### config.mk
export PLATFORM = sky130hd
export DESIGN_NAME = regfile_wb_arbiter
export DESIGN_NICKNAME = d
export VERILOG_FILES = /design/src/rtl/regfile_wb_arbiter.sv
export SDC_FILE = /design/constraint.sdc
export NUM_CORES = 1
export LEC_CHECK = 0
export ABC_CLOCK_PERIOD_IN_PS = 2800
export BUFFER_PORTS_ARGS = -buffer_cell sky130_fd_sc_hd__buf_4
export CAP_MARGIN = 20
export CORE_MARGIN = 2
export CORE_UTILIZATION = 53
export CTS_BUF_LIST = sky130_fd_sc_hd__clkbuf_8
export DETAILED_ROUTE_END_ITERATION = 12
export GPL_TIMING_DRIVEN = 0
export PLACE_DENSITY_LB_ADDON = 0.25
export SLEW_MARGIN = 30
export SYNTH_ARGS = -nofsm -noshare
export SYNTH_HDL_FRONTEND = slang
export SYNTH_SLANG_ARGS = --single-unit
### constraint.sdc
create_clock -name i_clk -period 2.8 [get_ports i_clk]
set_input_delay 0.14 -clock i_clk [delete_from_list [all_inputs] [get_ports i_clk]]
set_output_delay 0.14 -clock i_clk [all_outputs]
set_load 0.02 [all_outputs]
### src/rtl/regfile_wb_arbiter.sv
// Write-back arbiter for two requesters (ALU, load unit) with a register scoreboard.
// Round-robin grant, 1-cycle registered write port, issue hazard check and sticky error flag.
`ifndef XLEN
`define XLEN 32
`endif

module regfile_wb_arbiter #(
  parameter int unsigned XLEN = `XLEN,
  parameter int unsigned NREG = 32
) (
  input  logic            i_clk,
  input  logic            i_rst,
  input  logic            i_Iss_valid,
  input  logic [4:0]      i_Iss_rd,
  input  logic [4:0]      i_Iss_rs1,
  input  logic [4:0]      i_Iss_rs2,
  output logic            o_Iss_ready,
  input  logic            i_A_valid,
  input  logic [4:0]      i_A_rd,
  input  logic [XLEN-1:0] i_A_data,
  output logic            o_A_ready,
  input  logic            i_B_valid,
  input  logic [4:0]      i_B_rd,
  input  logic [XLEN-1:0] i_B_data,
  output logic            o_B_ready,
  output logic            o_Wen,
  output logic [4:0]      o_Wnum,
  output logic [XLEN-1:0] o_Wd,
  output logic [NREG-1:0] o_Busy,
  output logic            o_Err
);

  logic            prio_b_q, prio_b_d;
  logic            wen_q, wen_d;
  logic [4:0]      wnum_q, wnum_d;
  logic [XLEN-1:0] wd_q, wd_d;
  logic [NREG-1:0] busy_q, busy_d;
  logic            err_q, err_d;

  logic            grant_a, grant_b, grant;
  logic [4:0]      grant_rd;
  logic [XLEN-1:0] grant_data;
  logic            iss_accept;

  // Index 0 and out-of-range indices always read as not busy.
  function automatic logic busy_of(input logic [NREG-1:0] b, input logic [4:0] idx);
    logic r;
    r = 1'b0;
    for (int unsigned n = 1; n < NREG; n++) begin
      if (32'(idx) == n) r = b[n];
    end
    return r;
  endfunction

  always_comb begin
    grant_a = !i_rst && i_A_valid && (!i_B_valid || !prio_b_q);
    grant_b = !i_rst && i_B_valid && (!i_A_valid || prio_b_q);
    grant   = grant_a || grant_b;
    grant_rd   = grant_b ? i_B_rd   : i_A_rd;
    grant_data = grant_b ? i_B_data : i_A_data;

    o_A_ready   = grant_a;
    o_B_ready   = grant_b;
    o_Iss_ready = !i_rst && !busy_of(busy_q, i_Iss_rs1) && !busy_of(busy_q, i_Iss_rs2)
                  && !busy_of(busy_q, i_Iss_rd);
    iss_accept  = i_Iss_valid && o_Iss_ready;
  end

  always_comb begin
    prio_b_d = prio_b_q;
    if (grant_a) prio_b_d = 1'b1;
    if (grant_b) prio_b_d = 1'b0;

    wen_d  = grant && (grant_rd != 5'd0);
    wnum_d = grant ? grant_rd   : wnum_q;
    wd_d   = grant ? grant_data : wd_q;

    err_d = err_q;
    if (grant && (grant_rd != 5'd0) && !busy_of(busy_q, grant_rd)) err_d = 1'b1;

    // Clear from the committing write first, then set from issue so set wins.
    busy_d = busy_q;
    for (int unsigned n = 0; n < NREG; n++) begin
      if (wen_q && (32'(wnum_q) == n)) busy_d[n] = 1'b0;
      if (iss_accept && (32'(i_Iss_rd) == n)) busy_d[n] = 1'b1;
    end
    busy_d[0] = 1'b0;
  end

  always_ff @(posedge i_clk or posedge i_rst) begin
    if (i_rst) begin
      prio_b_q <= 1'b0;
      wen_q    <= 1'b0;
      wnum_q   <= '0;
      wd_q     <= '0;
      busy_q   <= '0;
      err_q    <= 1'b0;
    end else begin
      prio_b_q <= prio_b_d;
      wen_q    <= wen_d;
      wnum_q   <= wnum_d;
      wd_q     <= wd_d;
      busy_q   <= busy_d;
      err_q    <= err_d;
    end
  end

  assign o_Wen  = wen_q;
  assign o_Wnum = wnum_q;
  assign o_Wd   = wd_q;
  assign o_Busy = busy_q;
  assign o_Err  = err_q;

endmodule

==> results of run 1 <==
[kinds of logic after synthesis]
family                 count (synthesis)  synth area share, %
AO/OA/AOI/OAI                        242                 30.4
multiplexers                          21                 4.51
other                                  1               0.0723
buffers and inverters                 60                 5.26
flip-flops                            71                 34.2
AND/OR/NAND/NOR                      259                 25.5
[cell type report]
| class | instances | area [um^2] | share of cell area, % |
|---|---|---|---|
| sequential | 71 | 1790 | 26.1 |
| tap | 133 | 166 | 2.42 |
| inverter | 17 | 67.6 | 0.984 |
| timing repair buffer | 166 | 1270 | 18.5 |
| clock inverter | 7 | 56.3 | 0.820 |
| clock buffer | 9 | 124 | 1.80 |
| buffer | 43 | 210 | 3.06 |
| multi-input combinational | 523 | 3180 | 46.3 |
[worst max-delay path by stage]
stage                                     start                end  cells after the start
after floorplan           o_Busy[5]$_DFFE_PP0P_        o_Iss_ready                      9
after global placement                    i_rst  o_Err$_DFFE_PP0P_                      8
after detailed placement  o_Busy[5]$_DFFE_PP0P_        o_Iss_ready                     10
after CTS                 o_Busy[9]$_DFFE_PP0P_        o_Iss_ready                      9
after global routing                      i_rst          o_A_ready                      9
final                     o_Busy[5]$_DFFE_PP0P_        o_Iss_ready                     10
[cells in the final DEF, fill, tap and decap left out, types with 12 or more instances in the layout]
cell type	count
dfrtp_1	60
nand2b_1	29
nor2b_1	12
o21ai_1	27
o21ai_0	67
clkbuf_1	20
o22ai_1	40
inv_1	16
nand3_1	14
buf_4	170
nor2_1	87
nand2_1	51
a21oi_1	14
[power by group]
group          internal (mW)  leakage (nW)  switching [mW]
clock                  0.332        0.0906           0.422
combinational          0.979          2.04            1.23
sequential              1.33         0.777           0.649
[metrics by stage]
stage / cells / total power [mW] / utilization (%)
5_1_grt: 969 / 5.18 / 71.2
3_3_place_gp: 945 / 4.00 / 67.9
6_report: 969 / 4.94 / 71.2
4_1_cts: 966 / 4.86 / 70.8
3_5_place_dp: 947 / 4.06 / 68.3
2_1_floorplan: 654 / 2.91 / -
[worst max-delay path, delay by kind of cell, from the launching register on]
family	cells	cell delay [ns]
AOI/OAI and AO/OA	1	0.35
buffers and inverters	3	0.32
DFF	1	0.38
and+or+nand+nor	6	1.25
[registers in the layout, indices dropped and copies added (netlist names)]
signal,cells
o_Wnum,5
o_Wen,1
o_Busy,31
o_Wd,32
prio_b_q,1
o_Err,1
[timing repair]
action                     in CTS  in global routing
pin swaps                       2                  1
resized for setup              10                 13
setup buffers                   2                  3
setup endpoints to repair      23                  2
hold buffers                    1                  0
hold endpoints to repair       12                  0
[metal layers]
layer / GRT usage (%) / part of all wire [%] / vias to the layer above / wire length, um
li1: - / - / 2788 / -
met4: 21.4 / 6.1 / 0 / 1200
met5: 0 / 0 / - / 0
met1: 44.5 / 37 / 2907 / 7340
met3: 6.98 / 11 / 93 / 2080
met2: 61.7 / 46 / 438 / 9130
==> summary.md, run 1 <==
| Metric | Value |
|---|---|
| Final WS setup | `0.00825 ns` |
| RR Endpoint | `o_Busy[11]$_DFFE_PP0P_` |
| CTS max path bufs | `2` |
| Slew of the pin with the lowest slew margin | `0.670 ns` |
| DIE WIDTH | `103 um` |
| Top-count cell post-synth | `nor2_1` |
| Post-placement setup slack | `-0.0646 ns` |
| Synthesized flop and latch total | `71` |
| Reg2Reg Depth | `9` |
| Arrival time at the worst endpoint | `2.65 ns` |
| Routed WL | `19.7 mm` |
| Peak supply drop | `~0.39 mV` |
| Syn avg cell area | `approximately 8 um^2` |
| Critical Path End Type | `primary output` |
| Vias per inst | `6.43` |
| Worst path cell trace | `nor4bb_1, or4_4, a2111oi_4, nor3_2, nor3_2, and4b_1, buf_6, nand2_1, inv_1, buf_4` |
| Final Cycle Share | `~100%` |
| Top cells by count, synth | `88 x nor2_1, 71 x dfrtp_1, 69 x o21ai_0` |
| Seq/Total Area, Yosys | `34.2%` |
| Root buf cell | `clkbuf_8` |
| Worst path most repeated cell | `nor3_2` |
| Grt ovf | `0` |
| Post-place instance area | `6580 um^2` |
| Vias in the first global route | `between 5,000 and 6,000` |
| ANT nets after route | `0` |
| GRT Util Overall | `36.9%` |
| # IOs | `168` |
| Power Density | `719 nW/um^2` |
| Via Count | `6,226` |
| Final min period | `2.79 ns` |
| Main area contributors after synthesis | `dfrtp_1 34%, o21ai_0 6.7%, nor2_1 6.4%` |
| DRC | `0` |
| Pin count of the biggest net entering global routing | `32` |
| Worst Path Max Fanout | `6` |
| Initial antenna violation count | `0` |
| Die outline height | `103 um` |
| Leak Pwr | `slightly below 3 nW` |
| FMAX | `358 MHz` |
| Critical path type | `reg -> out` |
| Worst hold stages | `3` |
| Top_reg_cell synth | `dfrtp_1` |
| Worst Hold End | `o_Wd[12]$_DFFE_PP0P_` |
| Final setup violation count | `0` |
| Launching point of the worst reg2reg path | `o_Busy[21]$_DFFE_PP0P_` |
| Hold Path Class | `in -> reg` |
| Top cell type's share of synthesized area | `34.2%` |
| FFs w/ async S/R, synth | `100%` |
| Worst Path Required | `2.66 ns` |
| Netlist Area Pre-Place | `between 5000 and 6000 um^2` |
| Share of layout cells above drive strength 1 | `29.5%` |
| Initial Util | `a little over half` |
| Core area | `9640 um^2` |
| Fin nets | `between 900 and 1,000` |
| Sink Count | `71` |
| DIE AREA | `10,600 um^2` |
| Synth Instances | `654` |
| Post-synth EDFFs | `0` |
| Htree depth | `3` |
| First-pass iteration count of the detailed router | `6` |
| Max Cap Viol | `0` |
| Initial DRC Count | `approximately 550` |
| Worst Setup Start Kind | `flip-flop` |
| Clk pin slew, worst setup/hold paths | `0.08 ns` |
| Layout fillers | `~800` |
| Global-route wire length before repair | `30.1 mm` |
| Hold path start | `i_A_data[12]` |
| Pins Over Slew Limit | `0` |
| Post-detail-place hpwl | `approximately 15 mm` |
| Post-layout instance area | `6870 um^2` |
| CTS tree | `built` |
| Hold Vio Cnt, Final | `0` |
| Status | `finished clean` |
| I/O Buffers | `158` |
| TNS Setup | `0 ns` |
| Placer congestion estimate | `1.01` |
| Unrepaired setup endpoints after global routing | `false` |
| WL per Instance | `approximately 20 um` |
| Final Skew | `between 0.007 and 0.008 ns` |
| Reg2Reg Setup Slack | `0.16 ns` |
| TritonCTS Buffers | `9` |
| Yosys warning count | `0` |
| Worst skew pair latency | `0.35 ns` |
| Area grow syn2layout | `32.4%` |
| Netlist cell types | `73` |
| Syn_nets | `between 700 and 800` |
| Diode count | `0` |
| Worst path max stage delay | `0.52 ns` |
| Slowest-stage cell, CP | `or4_4` |
| Rows | `36` |
| Worst hold slack | `0.0144 ns` |
| Largest area contributor in the netlist | `dfrtp_1` |
| Rel. slew slack | `55.1%` |
Power figures use the tool's default switching activity.
==> run 2, diff against run 1 <==
--- a/config.mk
+++ b/config.mk
@@ -6,14 +6,14 @@
 export NUM_CORES = 1
 export LEC_CHECK = 0
 export ABC_CLOCK_PERIOD_IN_PS = 2800
-export BUFFER_PORTS_ARGS = -buffer_cell sky130_fd_sc_hd__buf_4
 export CAP_MARGIN = 20
 export CORE_MARGIN = 2
-export CORE_UTILIZATION = 53
+export CORE_UTILIZATION = 60
 export CTS_BUF_LIST = sky130_fd_sc_hd__clkbuf_8
 export DETAILED_ROUTE_END_ITERATION = 12
+export DONT_BUFFER_PORTS = 1
 export GPL_TIMING_DRIVEN = 0
-export PLACE_DENSITY_LB_ADDON = 0.25
+export PLACE_DENSITY = 0.87
 export SLEW_MARGIN = 30
 export SYNTH_ARGS = -nofsm -noshare
 export SYNTH_HDL_FRONTEND = slang
==> run 2 against run 1 <==
Compared with the run above:
- flip-flop and latch count unchanged
- combinational power down 39%
- wire length up 0.57%
- register-to-register slack worse by 0.09 ns
- sequential power up 23%
- clock power up 2%
- total power down 7.8%
- critical endpoint unchanged
- cell count down 13%
- clock-buffer cell count unchanged
- largest power group is now sequential cells
- via count down 1.9%
==> summary.md, run 2 (synthesis results as in run 1) <==
| Metric | Value |
|---|---|
| DIE WIDTH | `~97 um` |
| Vias in the first global route | `6,074` |
| Placer congestion estimate | `1.06` |
| Initial antenna violation count | `0` |
| TritonCTS Buffers | `9` |
| Reg area | `1790 um^2` |
| Logic gate share of total power | `29.5%` |
| Final Skew | `0.0112 ns` |
| Critical path type | `reg -> out` |
| Launching point of the worst reg2reg path | `o_Busy[4]$_DFFE_PP0P_` |
| Clk pin slew, worst setup/hold paths | `~0.090 ns` |
| Fin nets | `829` |
| Worst path most repeated cell | `nor3_1` |
| Commonest non-fill, non-tap cells in the layout | `88 x nor2_1, 69 x o21ai_0, 67 x dlygate4sd3_1` |
| Critical Path End Type | `primary output` |
| # IOs | `168` |
| Vias per inst | `7.22` |
| Root buf cell | `clkbuf_8` |
| Pins Over Slew Limit | `0` |
| CTS max path bufs | `2` |
| First-pass iteration count of the detailed router | `7` |
| Final core area utilization | `75.4%` |
| Worst path max stage delay | `0.52 ns` |
| Pin count of the biggest net entering global routing | `27` |
| Arrival time at the worst endpoint | `2.64 ns` |
| Int Pwr | `roughly 2.3 mW` |
| Worst Path Max Fanout | `6` |
| Share of layout cells above drive strength 1 | `10.7%` |
| Sink Count | `71` |
| Hold path start | `i_B_data[19]` |
| Worst Setup Start Kind | `flip-flop` |
| Leak Pwr | `between 2 and 2.5 nW` |
| Met3 global-route usage | `12.9%` |
| Worst Path Required | `around 2.7 ns` |
| Slew of the pin with the lowest slew margin | `between 0.8 and 0.9 ns` |
| Initial Util | `62.5%` |
| I/O Buffers | `0` |
| Slowest-stage cell, CP | `dfrtp_2` |
| Final Cycle Share | `slightly below 100%` |
| ANT nets after route | `0` |
| Final min period | `2.78 ns` |
| Global-route wire length before repair | `31.5 mm` |
| Most common cell after layout, fill and taps aside | `nor2_1` |
| Core area | `~8300 um^2` |
| Grt met2 use | `66.6%` |
| Area grow syn2layout | `20.6%` |
| Met1 Use GR | `50.5%` |
| Multi-input logic area | `~3200 um^2` |
| P_sw | `2.26 mW` |
| Diode count | `0` |
| Worst skew pair latency | `0.36 ns` |
| Die outline height | `97.0 um` |
| Worst path cell trace | `a21oi_2, or4_1, a2111oi_2, nor3_1, nor3_1, and4b_2, nand2_4, inv_4` |
| Crit path from | `o_Busy[4]$_DFFE_PP0P_` |
| Rows | `33` |
| Overall power | `4.55 mW` |
| CTS tree | `built` |
| Final WS setup | `0.0211 ns` |
| Hold Vio Cnt, Final | `0` |
| Unrepaired setup endpoints after global routing | `true` |
| Power Density | `728 nW/um^2` |
| Rel. slew slack | `44.2%` |
| DIE AREA | `~9400 um^2` |
| Final setup violation count | `0` |
| Post-detail-place hpwl | `13.0 mm` |
| Gr busiest metal | `met2` |
| Reg power frac | `53.6%` |
| Status | `finished clean` |
| WL per Instance | `23.5 um` |
| Layout fillers | `608` |
| Initial DRC Count | `638` |
| Max reg flops | `32` |
| Max Cap Viol | `0` |
| Htree depth | `3` |
| GRT Util Overall | `41.6%` |
| Peak supply drop | `between 0.5 and 0.6 mV` |
| Sw frac | `49.7%` |
| Post-placement setup slack | `~0.1 ns` |
| Via Count | `6,105` |
| Clock power frac | `16.9%` |
| FMAX | `360 MHz` |
| DRC | `0` |
| Routed WL | `between 15 and 20 mm` |
| Hold Path Class | `in -> reg` |
| Grt ovf | `0` |
run 2: cell types whose count changed in the layout (fill, tap and decap cells not counted), moves of 3 or more:
cell           previous run  this run
dfrtp_2                  11         8
dlygate4sd3_1             1        67
buf_4                   170         8
dfrtp_1                  60        63
run 2: through the flow:
stage          cell area (um^2)  std cells  setup TNS (ns)  hold WS (ns)
2_1_floorplan              5190        654               0         0.284
3_3_place_gp               5320        759               0         0.286
3_5_place_dp               5380        761               0         0.101
4_1_cts                    6240        845               0        0.0132
5_1_grt                    6260        845         -0.0340        0.0355
6_report                   6260        845               0       0.00989
run 2: final timing paths:
check / endpoint / slack (ns) / cells after the start
worst max-delay path: o_Iss_ready / 0.02 / 8
worst min-delay path: o_Wd[19]$_DFFE_PP0P_ / 0.01 / 2
worst max register to register: o_Busy[13]$_DFFE_PP0P_ / 0.07 / 9
worst min register to register: prio_b_q$_DFFE_PP0P_ / 0.55 / 1
max in group asynchronous: o_Busy[30]$_DFFE_PP0P_ / 1.84 / 3
min in group asynchronous: o_Wd[22]$_DFFE_PP0P_ / 0.29 / 2
run 2: power by group through the flow:
stage	registers [mW]	logic [mW]	clock network (mW)
2_1_floorplan	2.01	0.908	0
3_3_place_gp	2.36	1.05	0
3_5_place_dp	2.36	1.12	0
4_1_cts	2.35	1.28	0.761
5_1_grt	2.43	1.46	0.801
6_report	2.44	1.34	0.770
run 2: worst max-delay path, delay by kind of cell, from the launching register on:
family,cells,cell delay (ns)
simple gates,5,1.25
flops,1,0.52
compound gates,2,0.46
buf+inv,1,0.05
run 2: cell type report:
type	count	share of cell area, %
flip-flops and latches	71	28.6
inverters	17	1.12
repair buffers	70	11.7
well taps	105	2.10
clock inverters	7	0.920
plain buffers	42	3.16
clock buffers	9	1.98
multi-input cells	523	50.4
repair inverters	1	0.0800
run 2: timing repair:
action,in CTS,in global routing
buffers inserted,1,0
hold buffers,67,0
gates resized for setup,5,9
endpoints found under the setup margin,1,56
hold endpoints to repair,56,0
pin swaps,4,5
gates cloned,0,1
run 2: metal layers:
| layer | part of all wire (%) | wire length (um) |
|---|---|---|
| met5 | 0 | 0 |
| met4 | 6.5 | 1290 |
| met3 | 14 | 2700 |
| met2 | 46 | 9090 |
| met1 | 34 | 6780 |
